[src/rtl/alu_share_arbiter.sv]
// Shares one combinational ALU between NUM_REQ requesters: round-robin grant, operand capture, registered result.
// Latency: grant edge N -> EXEC in cycle N+1 -> rsp_valid in cycle N+2; initiation interval 3 cycles minimum.
// Backpressure: the result is held in RESP until rsp_ready[id]; no new request is accepted while busy.
module alu_share_arbiter #(
  parameter int NUM_REQ = 2,
  parameter int XLEN    = 32
) (
  input  logic                    clk,
  input  logic                    rst_n,
  input  logic [NUM_REQ-1:0]      req_valid,
  output logic [NUM_REQ-1:0]      req_ready,
  input  logic [NUM_REQ*XLEN-1:0] req_op1,
  input  logic [NUM_REQ*XLEN-1:0] req_op2,
  input  logic [NUM_REQ*3-1:0]    req_opcode,
  input  logic [NUM_REQ-1:0]      req_signed,
  output logic [NUM_REQ-1:0]      rsp_valid,
  input  logic [NUM_REQ-1:0]      rsp_ready,
  output logic [XLEN-1:0]         rsp_data,
  output logic [XLEN-1:0]         alu_operand1,
  output logic [XLEN-1:0]         alu_operand2,
  output logic [2:0]              alu_opcode,
  output logic                    alu_is_signed,
  input  logic [XLEN-1:0]         alu_res,
  output logic                    busy
);

  localparam int IDW = (NUM_REQ > 1) ? $clog2(NUM_REQ) : 1;

  typedef enum logic [1:0] {
    IDLE = 2'd0,
    EXEC = 2'd1,
    RESP = 2'd2
  } state_t;

  state_t           state;
  logic [IDW-1:0]   rr_ptr;
  logic [IDW-1:0]   cap_id;

  logic             grant_found;
  logic [IDW-1:0]   grant_id;
  logic [IDW-1:0]   scan_idx;
  logic [IDW-1:0]   next_rr;
  logic [NUM_REQ-1:0] cap_onehot;

  // Round-robin search starting at rr_ptr; first pending requester wins.
  always_comb begin
    grant_found = 1'b0;
    grant_id    = '0;
    scan_idx    = '0;
    for (int k = 0; k < NUM_REQ; k++) begin
      scan_idx = IDW'((int'(rr_ptr) + k) % NUM_REQ);
      if (!grant_found && req_valid[scan_idx]) begin
        grant_found = 1'b1;
        grant_id    = scan_idx;
      end
    end
  end

  // Pointer moves past the winner so it goes to the back of the line.
  always_comb begin
    next_rr = IDW'((int'(grant_id) + 1) % NUM_REQ);
  end

  // Grant is only offered in IDLE and never while reset is asserted.
  always_comb begin
    req_ready = '0;
    if (rst_n && (state == IDLE) && grant_found) begin
      req_ready[grant_id] = 1'b1;
    end
  end

  // One-hot of the captured requester, used to flag the response.
  always_comb begin
    cap_onehot         = '0;
    cap_onehot[cap_id] = 1'b1;
  end

  // Main FSM; the ALU inputs are the capture registers themselves, cleared on return to IDLE.
  always_ff @(posedge clk) begin
    if (!rst_n) begin
      state         <= IDLE;
      rr_ptr        <= '0;
      cap_id        <= '0;
      alu_operand1  <= '0;
      alu_operand2  <= '0;
      alu_opcode    <= '0;
      alu_is_signed <= 1'b0;
      rsp_valid     <= '0;
      rsp_data      <= '0;
      busy          <= 1'b0;
    end else begin
      case (state)
        IDLE: begin
          if (grant_found) begin
            alu_operand1  <= req_op1[grant_id*XLEN +: XLEN];
            alu_operand2  <= req_op2[grant_id*XLEN +: XLEN];
            alu_opcode    <= req_opcode[grant_id*3 +: 3];
            alu_is_signed <= req_signed[grant_id];
            cap_id        <= grant_id;
            rr_ptr        <= next_rr;
            busy          <= 1'b1;
            state         <= EXEC;
          end
        end
        EXEC: begin
          // ALU has had a full cycle on stable captured inputs.
          rsp_data  <= alu_res;
          rsp_valid <= cap_onehot;
          state     <= RESP;
        end
        RESP: begin
          // Only the owning requester's ready releases the result.
          if (rsp_ready[cap_id]) begin
            rsp_data      <= '0;
            rsp_valid     <= '0;
            alu_operand1  <= '0;
            alu_operand2  <= '0;
            alu_opcode    <= '0;
            alu_is_signed <= 1'b0;
            busy          <= 1'b0;
            state         <= IDLE;
          end
        end
        default: begin
          state <= IDLE;
        end
      endcase
    end
  end

endmodule

[config.mk]
export PLATFORM = sky130hd
export DESIGN_NAME = alu_share_arbiter
export DESIGN_NICKNAME = d
export VERILOG_FILES = /design/src/rtl/alu_share_arbiter.sv
export SDC_FILE = /design/constraint.sdc
export NUM_CORES = 1
export LEC_CHECK = 0
export ABC_AREA = 1
export CAP_MARGIN = 10
export CORE_MARGIN = 5
export CORE_UTILIZATION = 35
export CTS_CLUSTER_SIZE = 40
export DETAILED_ROUTE_END_ITERATION = 10
export HOLD_SLACK_MARGIN = 0.06
export PLACE_DENSITY = 0.79
export SLEW_MARGIN = 20
export SYNTH_ARGS = -nofsm -noshare
export SYNTH_HDL_FRONTEND = slang
export SYNTH_SLANG_ARGS = --single-unit
[constraint.sdc]
create_clock -name clk -period 1.2 [get_ports clk]
set_input_delay 0.18 -clock clk [delete_from_list [all_inputs] [get_ports clk]]
set_output_delay 0.18 -clock clk [all_outputs]
set_load 0.02 [all_outputs]
# Word level (Yosys, flattened, before mapping)
# Cells that the tools add are included.
[totals]
register_bits = 107
in_bits = 174
out_inout_bits = 105
wordCells = 74
[op_classes]
reduce_logical = 13
shift = 3
addsub = 2
n_mux = 35
eq_ne = 4
n_lt_le_gt_ge = 6
multipliers = 1
[ops]
columns = ["op", "n"]
rows = [
  ["$pmux W32 S2", 3],
  ["$shiftx A64 B7 Y32", 2],
  ["$mux W32", 3],
  ["$mux W1", 17],
  ["$lt A1 B2 Y1 const B", 4],
  ["$mux W2", 3],
  ["$mux W3", 2],
  ["$pmux W2 S3", 1],
  ["$pmux W3 S2", 1],
  ["$reduce_and A2 Y1", 3],
  ["$shiftx A6 B4 Y3", 1],
  ["$logic_and A1 B1 Y1", 5],
  ["$ne A2 B2 Y1 const B", 2],
  ["$pmux W1 S2", 2],
  ["$pmux W2 S2", 1],
  ["$reduce_bool A2 Y1", 2],
  ["$mul A1 B2 Y3 const B", 1],
  ["$reduce_and A3 Y1", 1],
  ["$add A1 B1 Y1 const B", 2],
  ["$demux W1 S1", 2],
  ["$eq A2 B1 Y1 const B", 1],
  ["$eq A2 B2 Y1 const B", 1],
  ["$ge A1 B1 Y1 const B", 2],
  ["$logic_not A2 Y1", 1],
  ["$logic_not A1 Y1", 1],
]

# Logic depth before layout (Yosys ltp)
# Gate-level depths: netlist of the first run.
[logic_depth]
depth_word = 11
mapped_depth = 10
ltp_nobuf = 8

# Least setup slack after synthesis of the first run
# OpenSTA, ideal clock, no wires.
[synth_path]
kind = "flip-flop to output port"
from = "register state[0]"
to = "output req_ready[0]"
path_stages_with_launch = 7
n_path_buf = 1
required_time_ns = 1.020
t_arrival_ns = 1.188
path_slack_ns = -0.168
path_cell_list = "dfxtp_1 nor2_1 o21ai_1 nor2_1 buf_4 inv_1 nor2_1"
[synth_via]
elab_chain_len = 4
[synth_lines]
columns = ["item", "line_no", "rtl"]
rows = [
  ["from (decl)", "35", "state_t state;"],
  ["from (signal assigned)", "81", "state <= IDLE;"],
  ["from (signal assigned)", "102", "state <= EXEC;"],
  ["from (signal assigned)", "109", "state <= RESP;"],
  ["$logic_not A2 Y1", "67", "if (rst_n && (state == IDLE) && grant_found) begin"],
  ["$logic_and A1 B1 Y1 (2 in series)", "67", ""],
  ["$mux W2", "67", ""],
  ["to (decl)", "11", "output logic [NUM_REQ-1:0] req_ready,"],
]
# Every way passes these cells.

# Worst setup path after layout of the first run
[layout_path]
from = "register state[1]"
to = "register alu_operand2[29]"
[layout_via]
elab_chain_len = 3
word_cells_on_any_way = 7
cone_classes = "eq/ne (3); mux (1); reduce/logical (3)"
[layout_lines]
columns = ["item", "line_no", "rtl"]
rows = [
  ["$eq A2 B2 Y1 / $logic_not A2 Y1 (equally long branches)", "92", "case (state)"],
  ["$ne A2 B2 Y1 (no line) / $reduce_bool A2 Y1 (equally long branches)", "n/a", ""],
  ["$reduce_and A3 Y1 (no line)", "n/a", ""],
  ["to (signal assigned)", "96", "alu_operand2 <= req_op2[grant_id*XLEN +: XLEN];"],
  ["to (decl)", "20", "output logic [XLEN-1:0] alu_operand2,"],
]
# Parallel ways exist; a longest one is shown, timed or not.
# A chain may end at the register's enable or synchronous reset.

==> run summary, run 1 <==
hold depth -> 6
critical path type -> register to register
Core Box Area -> 13800 um^2
port bufs -> 278
Cell Area, Synth -> 4870 um^2
Ys Warns -> 0
Slew HR -> 32.5%
Max Cap Viol -> 0
reg-to-reg setup timing slack -> -0.29 ns
hold_ws -> 0.308 ns
Seq/Total Area, Yosys -> 44.0%
GRT Total Usage -> 23.4%
CTS tree -> yes
largest family of logic cells by synthesized area -> simple AND/OR/NAND/NOR gates
final setup fails -> 106
pin count of the biggest net entering global routing -> 72
Tmin final -> 1.49 ns
worst hold-check path type -> input port to register
drt drc -> 0
Final nets -> 1244
first-pass GRT wire length -> 30.5 mm
WL/cell -> 16.1 um
Root Buffer -> clkbuf_16
crit path DAT -> 1.73 ns
Setup crit end kind -> register
fin cells -> 1256
number of global-route vias before repair -> 6127
status -> finished, violations left
r2r worst-path depth -> 10
CTS Sinks -> 107
area grow syn2layout -> 97.4%
Tcrit/Tclk final -> 124%
Slowest cell on crit path -> dfxtp_2
final-report max-slew violation count -> 0
WHS Endpoint -> busy
XOR/XNOR Fraction of Synth Area -> 0%
Mean Syn Cell Area -> 6.37 um^2
Die Footprint -> 16400 um^2
Die H -> 128 um
FF-to-FF Start -> state[1]
Congestion Overflow GR -> 0
Synth Net Count -> 939
final wirelength -> 20.2 mm
fraction of the mapped netlist area in adder cells -> 0%
complex-gate fraction of the synthesized area -> 4.01%
Final Hold Fails -> 0
Max rail drop VDD -> 0.000850 V
Initial Util -> 35.4%
H-tree level count -> 3
FF-to-FF End -> alu_operand2[29]
crit path launch type -> register
Detail Route Antenna Nets -> 0
Distinct cells, synth -> 15
Core Rows -> 43
worst skew pair latency -> 0.35 ns
commonest cells after routing, fill and taps aside -> nand2_1, clkdlybuf4s50_1, dfxtp_1, nand3_2, clkdlybuf4s15_2
DR pass1 iterations -> 5
post-DP HPWL -> 12.2 mm
worst-path cell chain -> buf_6 > inv_6 > buf_6 > a21oi_4 > nand2_4 > buf_12 > buf_12 > clkbuf_16 > nand3_1 > nand2_1
layout cells sized above 1 -> 34.0%
IO Count -> 279
PnR worst setup slack -> -0.291 ns
Num CTS Buffers -> 9
simple-gate share of the synthesized area -> 43.8%
Core Util, Final -> 69.8%
slew at the pin closest to its max-slew limit -> 1.01 ns
Cells after Synth -> 765
initial antenna violation count -> 1
Worst Path Required -> 1.44 ns
placed instance count -> 1204
f_max -> 671 MHz
Iteration-0 DRC Markers -> 341
failing checks -> setup timing
commonest non-fill, non-tap cell in the layout -> nand2_1
via count -> 6092
Power Dens Cells -> 1180 nW/um^2
#FFs+latches synth -> 107
Leakage -> 0.00440 uW
Hold Startpoint -> rst_n
clock buffer depth -> 2
worst path bufs/invs -> 6
RSZ-0062 raised after global routing -> true
Final Skew -> 0.0159 ns
worst-path fanout max -> 6
DR vias/cell -> 4.85
Die X -> 128 um
GP Congestion -> 0.786
Reg clk slew, reported paths -> 0.08 ns
post-synthesis mux area share -> 0%
delay of the slowest critical-path stage -> 0.36 ns
Top delay family on crit path -> buffers and inverters
## registers in the layout, summed over array words and instances, names as in the netlist
name / flops
alu_operand1: 32
alu_operand2: 32
rsp_data: 32
alu_opcode: 3
rsp_valid: 2
state: 2
alu_is_signed: 1
busy: 1
cap_id: 1
rr_ptr: 1
## worst max path at each step
| stage | slack, ns | endpoint | from | cells past startpoint |
|---|---|---|---|---|
| after floorplan | -0.04 | req_ready[0] | state[0] | 6 |
| after global placement | -0.78 | req_ready[0] | req_valid[1] | 6 |
| after detailed placement | -0.79 | req_ready[0] | req_valid[1] | 6 |
| after CTS | -0.33 | req_ready[0] | state[0] | 6 |
| after global routing | -0.37 | alu_operand2[25] | state[1] | 10 |
| final | -0.29 | alu_operand2[29] | state[1] | 10 |
## timing repair
item	4_1_cts	5_1_grt
buffers inserted	20	11
resized for setup	457	151
endpoints found under the setup margin	203	159
pin swaps	94	38
cloned	17	2
hold buffers	0	0
## tightest hold or removal path: stages
cell and delay, ns:
buf_2 0.11, inv_2 0.06, nor2_2 0.05, inv_2 0.07
buf_4 0.11, nand2_1 0.04
## stage by stage
stage	worst slack [ns]	cell area [um^2]	power (uW)	TNS, ns
floorplan	-0.0442	4880	5590	-0.0442
global placement	-0.776	7990	7240	-35.27
detailed placement	-0.795	7990	7280	-39.41
CTS	-0.334	9660	11400	-24.63
global route	-0.374	9610	11900	-28.66
finish	-0.291	9610	11300	-21.40
## layout make-up
class / count / area (um^2)
fill: 1121 / 4160
timing repair buffer: 346 / 3580
multi-input combinational: 567 / 3150
sequential: 107 / 2150
clock buffer: 9 / 225
tap: 180 / 225
inverter: 39 / 164
clock inverter: 7 / 114
antenna: 1 / 2.50
## power by group
group | switching (uW) | internal (uW)
combinational | 1990 | 1880
clock | 1450 | 1880
sequential | 228 | 3910
## kinds of logic after synthesis
| group | after synthesis |
|---|---|
| flip-flops | 107 |
| AO/OA/AOI/OAI | 39 |
| AND/OR/NAND/NOR | 528 |
| buffers and inverters | 91 |
## metal layers
metal	share of wire (%)	GRT usage, %
met5	0	0
met4	3.9	10.4
met3	8.4	6.17
met2	52	43.2
met1	36	24.6
## Yosys cell counts
library cell  number  area share (%)
clkbuf_1          16             1.2
inv_2              5            0.39
buf_2             22             2.3
nor2_4             2            0.46
dfxtp_1          107              44
o21ai_1            1            0.10
inv_1             34             2.6
nand3_1          103              11
nand2_2            3            0.39
buf_6              1            0.23
buf_4              6            0.92
a21oi_1           38             3.9
buf_1              7            0.54
nor2_1            67             5.2
nand2_1          353              27
Note: power is estimated with default switching activity, not from simulation.
==> run 2: changes to the inputs <==
--- a/config.mk
+++ b/config.mk
@@ -7,10 +7,12 @@
 export LEC_CHECK = 0
 export ABC_AREA = 1
 export CAP_MARGIN = 10
+export CORE_ASPECT_RATIO = 0.8
 export CORE_MARGIN = 5
 export CORE_UTILIZATION = 35
 export CTS_CLUSTER_SIZE = 40
 export DETAILED_ROUTE_END_ITERATION = 10
+export GPL_ROUTABILITY_DRIVEN = 0
 export HOLD_SLACK_MARGIN = 0.06
 export PLACE_DENSITY = 0.79
 export SLEW_MARGIN = 20
==> run summary, run 2 (synthesis gave the netlist of run 1 again) <==
H-tree level count -> 3 (unchanged)
Core Box Area -> 13600 um^2 (-1.3%)
Die X -> 142 um (+11%)
status -> finished, violations left
fin cells -> 1267 (+0.88%)
Final nets -> 1256 (+0.96%)
final setup fails -> 106 (unchanged)
Core Rows -> 38 (-12%)
crit path DAT -> 1.74 ns (about the same)
Hold Startpoint -> rst_n
initial antenna violation count -> 0 (-1)
Setup TNS Final -> -23.33 ns (-1.93 ns)
placed instance count -> 1200 (-0.33%)
Final Skew -> 0.00886 ns (-0.00707 ns)
port bufs -> 278 (unchanged)
Initial Util -> 35.8% (+0.46 points)
worst hold-check path type -> input port to register
CTS tree -> yes
Root Buffer -> clkbuf_16
Top Registers -> alu_operand1: 32 flops, alu_operand2: 32 flops, rsp_data: 32 flops
Worst Path Required -> 1.44 ns (about the same)
CP Launch Point -> state[1]
critical path type -> register to register
Num CTS Buffers -> 9 (unchanged)
Tmin final -> 1.51 ns (+0.0161 ns)
final wirelength -> 21.1 mm (+4.4%)
first-pass GRT wire length -> 28.9 mm (-5.2%)
worst skew pair latency -> 0.35 ns (about the same)
Iteration-0 DRC Markers -> 253 (-26%)
IO Count -> 279 (unchanged)
via count -> 6103 (+0.18%)
Die Footprint -> 16400 um^2 (about the same)
WL/cell -> 16.7 um (+3.5%)
DR pass1 iterations -> 4 (-1)
Slew HR -> 49.6% (+17 points)
design area -> 10000 um^2 (+4.1%)
f_max -> 664 MHz (-1.1%)
Setup crit end kind -> register
CTS Sinks -> 107 (unchanged)
Leakage -> 0.00473 uW (+7.5%)
hold_ws -> 0.429 ns (+0.120 ns)
Detail Route Antenna Nets -> 0 (unchanged)
Max rail drop VDD -> 0.000839 V (-1.3%)
total inserted antenna cells -> 0 (-1)
DR vias/cell -> 4.82 (-0.69%)
layout cells sized above 1 -> 34.8% (+0.73 points)
FF-to-FF Start -> state[1]
clock buffer depth -> 2 (unchanged)
Power Dens Cells -> 1190 nW/um^2 (+0.96%)
number of global-route vias before repair -> 5510 (-10%)
Tcrit/Tclk final -> 126% (+1.3 points)
Final Hold Fails -> 0 (unchanged)
Cell Area, Placed -> 7990 um^2 (unchanged)
commonest cells after routing, fill and taps aside -> nand2_1, clkdlybuf4s50_1, dfxtp_1, nand3_2, nor2_1
pin count of the biggest net entering global routing -> 72 (unchanged)
Die H -> 116 um (-9.7%)
GRT Total Usage -> 22.0% (-1.3 points)
post-DP HPWL -> 12.4 mm (+1.6%)
crit path launch type -> register
hold_buf cts -> 0 (unchanged)
worst-path fanout max -> 6 (unchanged)
slew at the pin closest to its max-slew limit -> 0.755 ns (-0.257 ns)
failing checks -> setup timing
Final Power -> 11900 uW (+5.1%)
Max Cap Viol -> 0 (unchanged)
area grow syn2layout -> 105%
Reg clk slew, reported paths -> 0.08 ns (about the same)
drt drc -> 0 (unchanged)
RSZ-0062 raised after global routing -> true
final-report max-slew violation count -> 0 (unchanged)
Congestion Overflow GR -> 0 (unchanged)
commonest non-fill, non-tap cell in the layout -> nand2_1
PnR worst setup slack -> -0.307 ns (-0.0161 ns)
run 2: changes by cell type in the layout (fill, tap and decap cells not counted), moves of 13 or more:
cell,previous run,this run
nand2_4,16,35
buf_2,35,14
clkdlybuf4s15_2,49,35
clkbuf_2,18,50
nor2_1,44,57
run 2: area by class of cell:
type,instances,area [um^2]
multi-input combinational,568,3270
fill,985,3590
sequential,107,2150
timing repair buffer,357,3840
tap,180,225
clock inverter,7,133
clock buffer,9,225
inverter,39,171
run 2: worst paths after layout:
path / end / slack (ns) / cells past startpoint
setup / recovery: alu_operand1[27] / -0.31 / 11
hold / removal: busy / 0.43 / 6
setup reg to reg: alu_operand1[27] / -0.31 / 11
hold reg to reg: alu_operand2[20] / 0.45 / 2
run 2: metrics by stage:
step	setup WS [ns]	util [%]
after floorplan	-0.0442	-
after global placement	-0.413	58.7
after detailed placement	-0.421	58.7
after CTS	-0.375	69.7
after global routing	-0.364	73.6
final	-0.307	73.6
run 2: layer usage:
metal | wire length (um) | share of wire, % | GRT usage (%) | up-vias
li1 | - | - | - | 3016
met1 | 8440 | 40 | 26.7 | 2791
met2 | 10200 | 49 | 37.7 | 252
met3 | 1870 | 8.9 | 7.84 | 44
met4 | 551 | 2.6 | 5.50 | 0
met5 | 0 | 0 | 0 | -
run 2: critical path, cell delays in order, from the launching register on:
cell and delay (ns):
dfxtp_2 0.36, buf_6 0.11, inv_4 0.04, nor2_4 0.09
buf_6 0.11, nand3_4 0.10, nand2_8 0.13, buf_6 0.12
inv_8 0.06, clkbuf_16 0.16, nand2_1 0.06, nand2_1 0.05
run 2: where the power goes:
group	internal [uW]	switching, uW
clock network	2080	1420
registers	3900	226
logic	2130	2150
total	8110	3790
run 2: repair_timing:
item | in CTS | in global routing
gates cloned | 17 | 9
resized for setup | 367 | 237
buffers inserted | 23 | 11
setup endpoints to repair | 174 | 170
pin swaps | 69 | 76
==> run 3: changes to the inputs <==
--- a/config.mk
+++ b/config.mk
@@ -8,13 +8,13 @@
 export ABC_AREA = 1
 export CAP_MARGIN = 10
 export CORE_ASPECT_RATIO = 0.8
-export CORE_MARGIN = 5
 export CORE_UTILIZATION = 35
 export CTS_CLUSTER_SIZE = 40
 export DETAILED_ROUTE_END_ITERATION = 10
 export GPL_ROUTABILITY_DRIVEN = 0
 export HOLD_SLACK_MARGIN = 0.06
-export PLACE_DENSITY = 0.79
+export PLACE_DENSITY = 0.82
+export REMOVE_ABC_BUFFERS = 1
 export SLEW_MARGIN = 20
 export SYNTH_ARGS = -nofsm -noshare
 export SYNTH_HDL_FRONTEND = slang
==> run summary, run 3 (synthesis gave the netlist of run 1 again) <==
Setup crit end kind -> register
Max Cap Viol -> 0 (unchanged)
Tmin final -> 1.53 ns (+0.0245 ns)
Num CTS Buffers -> 9 (unchanged)
Power Dens Cells -> 1230 nW/um^2 (+3.0%)
crit path launch type -> register
f_max -> 653 MHz (-1.6%)
PnR worst setup slack -> -0.331 ns (-0.0245 ns)
status -> finished, violations left
commonest cells after routing, fill and taps aside -> nand2_1, clkdlybuf4s50_1, dfxtp_1, nand3_1, nor2_1
Detail Route Antenna Nets -> 0 (unchanged)
Initial Util -> 35.9% (+0.13 points)
pin count of the biggest net entering global routing -> 72 (unchanged)
worst-path fanout max -> 6 (unchanged)
fin cells -> 1241 (-2.1%)
DR pass1 iterations -> 4 (unchanged)
Clock Power Share -> 29.4% (about the same)
placed instance count -> 1200 (unchanged)
worst hold-check path type -> input port to register
worst-path cell chain -> buf_4 > nor2_4 > buf_4 > buf_6 > nand2_8 > buf_12 > buf_16 > nand3_1 > a21oi_1
Iteration-0 DRC Markers -> 366 (+45%)
initial antenna violation count -> 0 (unchanged)
switching power -> 3280 uW (-13%)
Final Skew -> 0.00685 ns (-0.00200 ns)
final-report max-slew violation count -> 0 (unchanged)
post-DP HPWL -> 11.6 mm (-6.5%)
Tcrit/Tclk final -> 128% (+2.0 points)
drt drc -> 0 (unchanged)
Sw Share -> 30.7% (-1.1 points)
slew at the pin closest to its max-slew limit -> 0.839 ns (+0.0841 ns)
Die X -> 134 um (-5.6%)
GRT Total Usage -> 24.8% (+2.7 points)
commonest non-fill, non-tap cell in the layout -> nand2_1
most frequent CP cell -> buf_4
crit path DAT -> 1.75 ns (about the same)
Max rail drop VDD -> 0.000755 V (-10%)
CTS tree -> yes
first-pass GRT wire length -> 28.0 mm (-3.3%)
failing checks -> setup timing
critical path type -> register to register
port bufs -> 278 (unchanged)
delay of the slowest critical-path stage -> 0.34 ns (-0.02 ns)
Congestion Overflow GR -> 0 (unchanged)
Hold Startpoint -> alu_res[25]
final wirelength -> 18.1 mm (-14%)
Die Footprint -> 14400 um^2 (-12%)
Slew HR -> 44.0% (-5.6 points)
CTS Sinks -> 107 (unchanged)
clock buffer depth -> 2 (unchanged)
CP Launch Point -> state[0]
Core Rows -> 38 (unchanged)
Final nets -> 1230 (-2.1%)
DR vias/cell -> 4.75 (-1.4%)
Leakage -> 0.00422 uW (-11%)
final setup fails -> 107 (+0.94%)
Root Buffer -> clkbuf_16
area grow syn2layout -> 78.9%
layout cells sized above 1 -> 17.8% (-17 points)
H-tree level count -> 3 (unchanged)
IO Count -> 279 (unchanged)
via count -> 5893 (-3.4%)
Top Registers -> alu_operand1: 32 flops, alu_operand2: 32 flops, rsp_data: 32 flops
RSZ-0062 raised after global routing -> true
total inserted antenna cells -> 0 (unchanged)
pre-CTS setup slack -> -0.811 ns (-0.390 ns)
WL/cell -> 14.6 um (-12%)
Final Hold Fails -> 0 (unchanged)
worst skew pair latency -> 0.35 ns (about the same)
Worst Path Required -> 1.42 ns (-0.02 ns)
Int Pwr -> 7400 uW (-8.8%)
FF-to-FF Start -> state[0]
Die H -> 108 um (-6.9%)
combinational power share -> 32.4% (-3.5 points)
number of global-route vias before repair -> 5508 (-0.036%)
Core Box Area -> 13600 um^2 (-0.35%)
Slowest cell on crit path -> dfxtp_2
Sequential Power Share -> 38.2% (+3.5 points)
Reg clk slew, reported paths -> 0.07 ns (about the same)
-- run 3: changes by cell type in the layout (fill, tap and decap cells not counted), moves of 11 or more --
cell and delta:
nand3_1 +62, nand3_2 -59, nand2_1 +44, nand2_4 -33, a21oi_1 +30, a21oi_2 -30
clkdlybuf4s15_1 +21, buf_6 -20, clkdlybuf4s15_2 -16, buf_2 -11
-- run 3: power groups by stage --
stage                     combinational [uW]  sequential [uW]  clock [uW]
after floorplan                          886             4560           0
after global placement                  3080             4130           0
after detailed placement                3110             4150           0
after CTS                               3470             4080        3220
after global routing                    3730             4130        3330
final                                   3460             4090        3140
-- run 3: critical path, delay by kind of cell (launching register included) --
| family | cells | cell delay [ns] |
|---|---|---|
| DFF | 1 | 0.34 |
| AOI/OAI and AO/OA | 1 | 0.08 |
| buffers and inverters | 5 | 0.70 |
| and+or+nand+nor | 3 | 0.30 |
-- run 3: layer usage --
layer,up-vias,GRT usage (%),part of all wire (%)
met5,-,0,0
met4,0,7.55,2.2
met3,30,5.98,7.2
met2,207,42.6,49
met1,2700,30.5,42
li1,2956,-,-
-- run 3: final timing paths --
kind	end	slack, ns	cells after the start
worst max-delay path	rsp_data[12]	-0.33	9
worst min-delay path	rsp_data[25]	0.39	3
worst max register to register	rsp_data[12]	-0.33	9
worst min register to register	rsp_valid[1]	0.46	2
-- run 3: per-stage QoR --
stage / util, % / hold slack (ns) / area, um^2 / total power (uW) / TNS, ns
5_1_grt: 64.3 / 0.396 / 8710 / 11200 / -30.03
3_5_place_dp: 58.8 / 0.450 / 7960 / 7260 / -36.38
2_1_floorplan: - / 0.303 / 4620 / 5440 / -68.30
3_3_place_gp: 58.8 / 0.447 / 7960 / 7220 / -34.84
4_1_cts: 65.7 / 0.353 / 8900 / 10800 / -20.53
6_report: 64.3 / 0.392 / 8710 / 10700 / -22.05
-- run 3: cell type report --
cell class,count,area (um^2)
multi-input cells,567,2480
clock buffers,12,267
clock inverters,4,55.1
well taps,180,225
repair buffers,332,3380
inverters,39,154
flip-flops and latches,107,2150
fillers,1187,4840
-- run 3: repair_timing --
action                                  CTS  global route
gates resized for setup                 274            82
buffers inserted                         11             4
gates cloned                             11             0
hold buffers                              0             0
endpoints found under the setup margin  208           169
pin swaps                                11            19
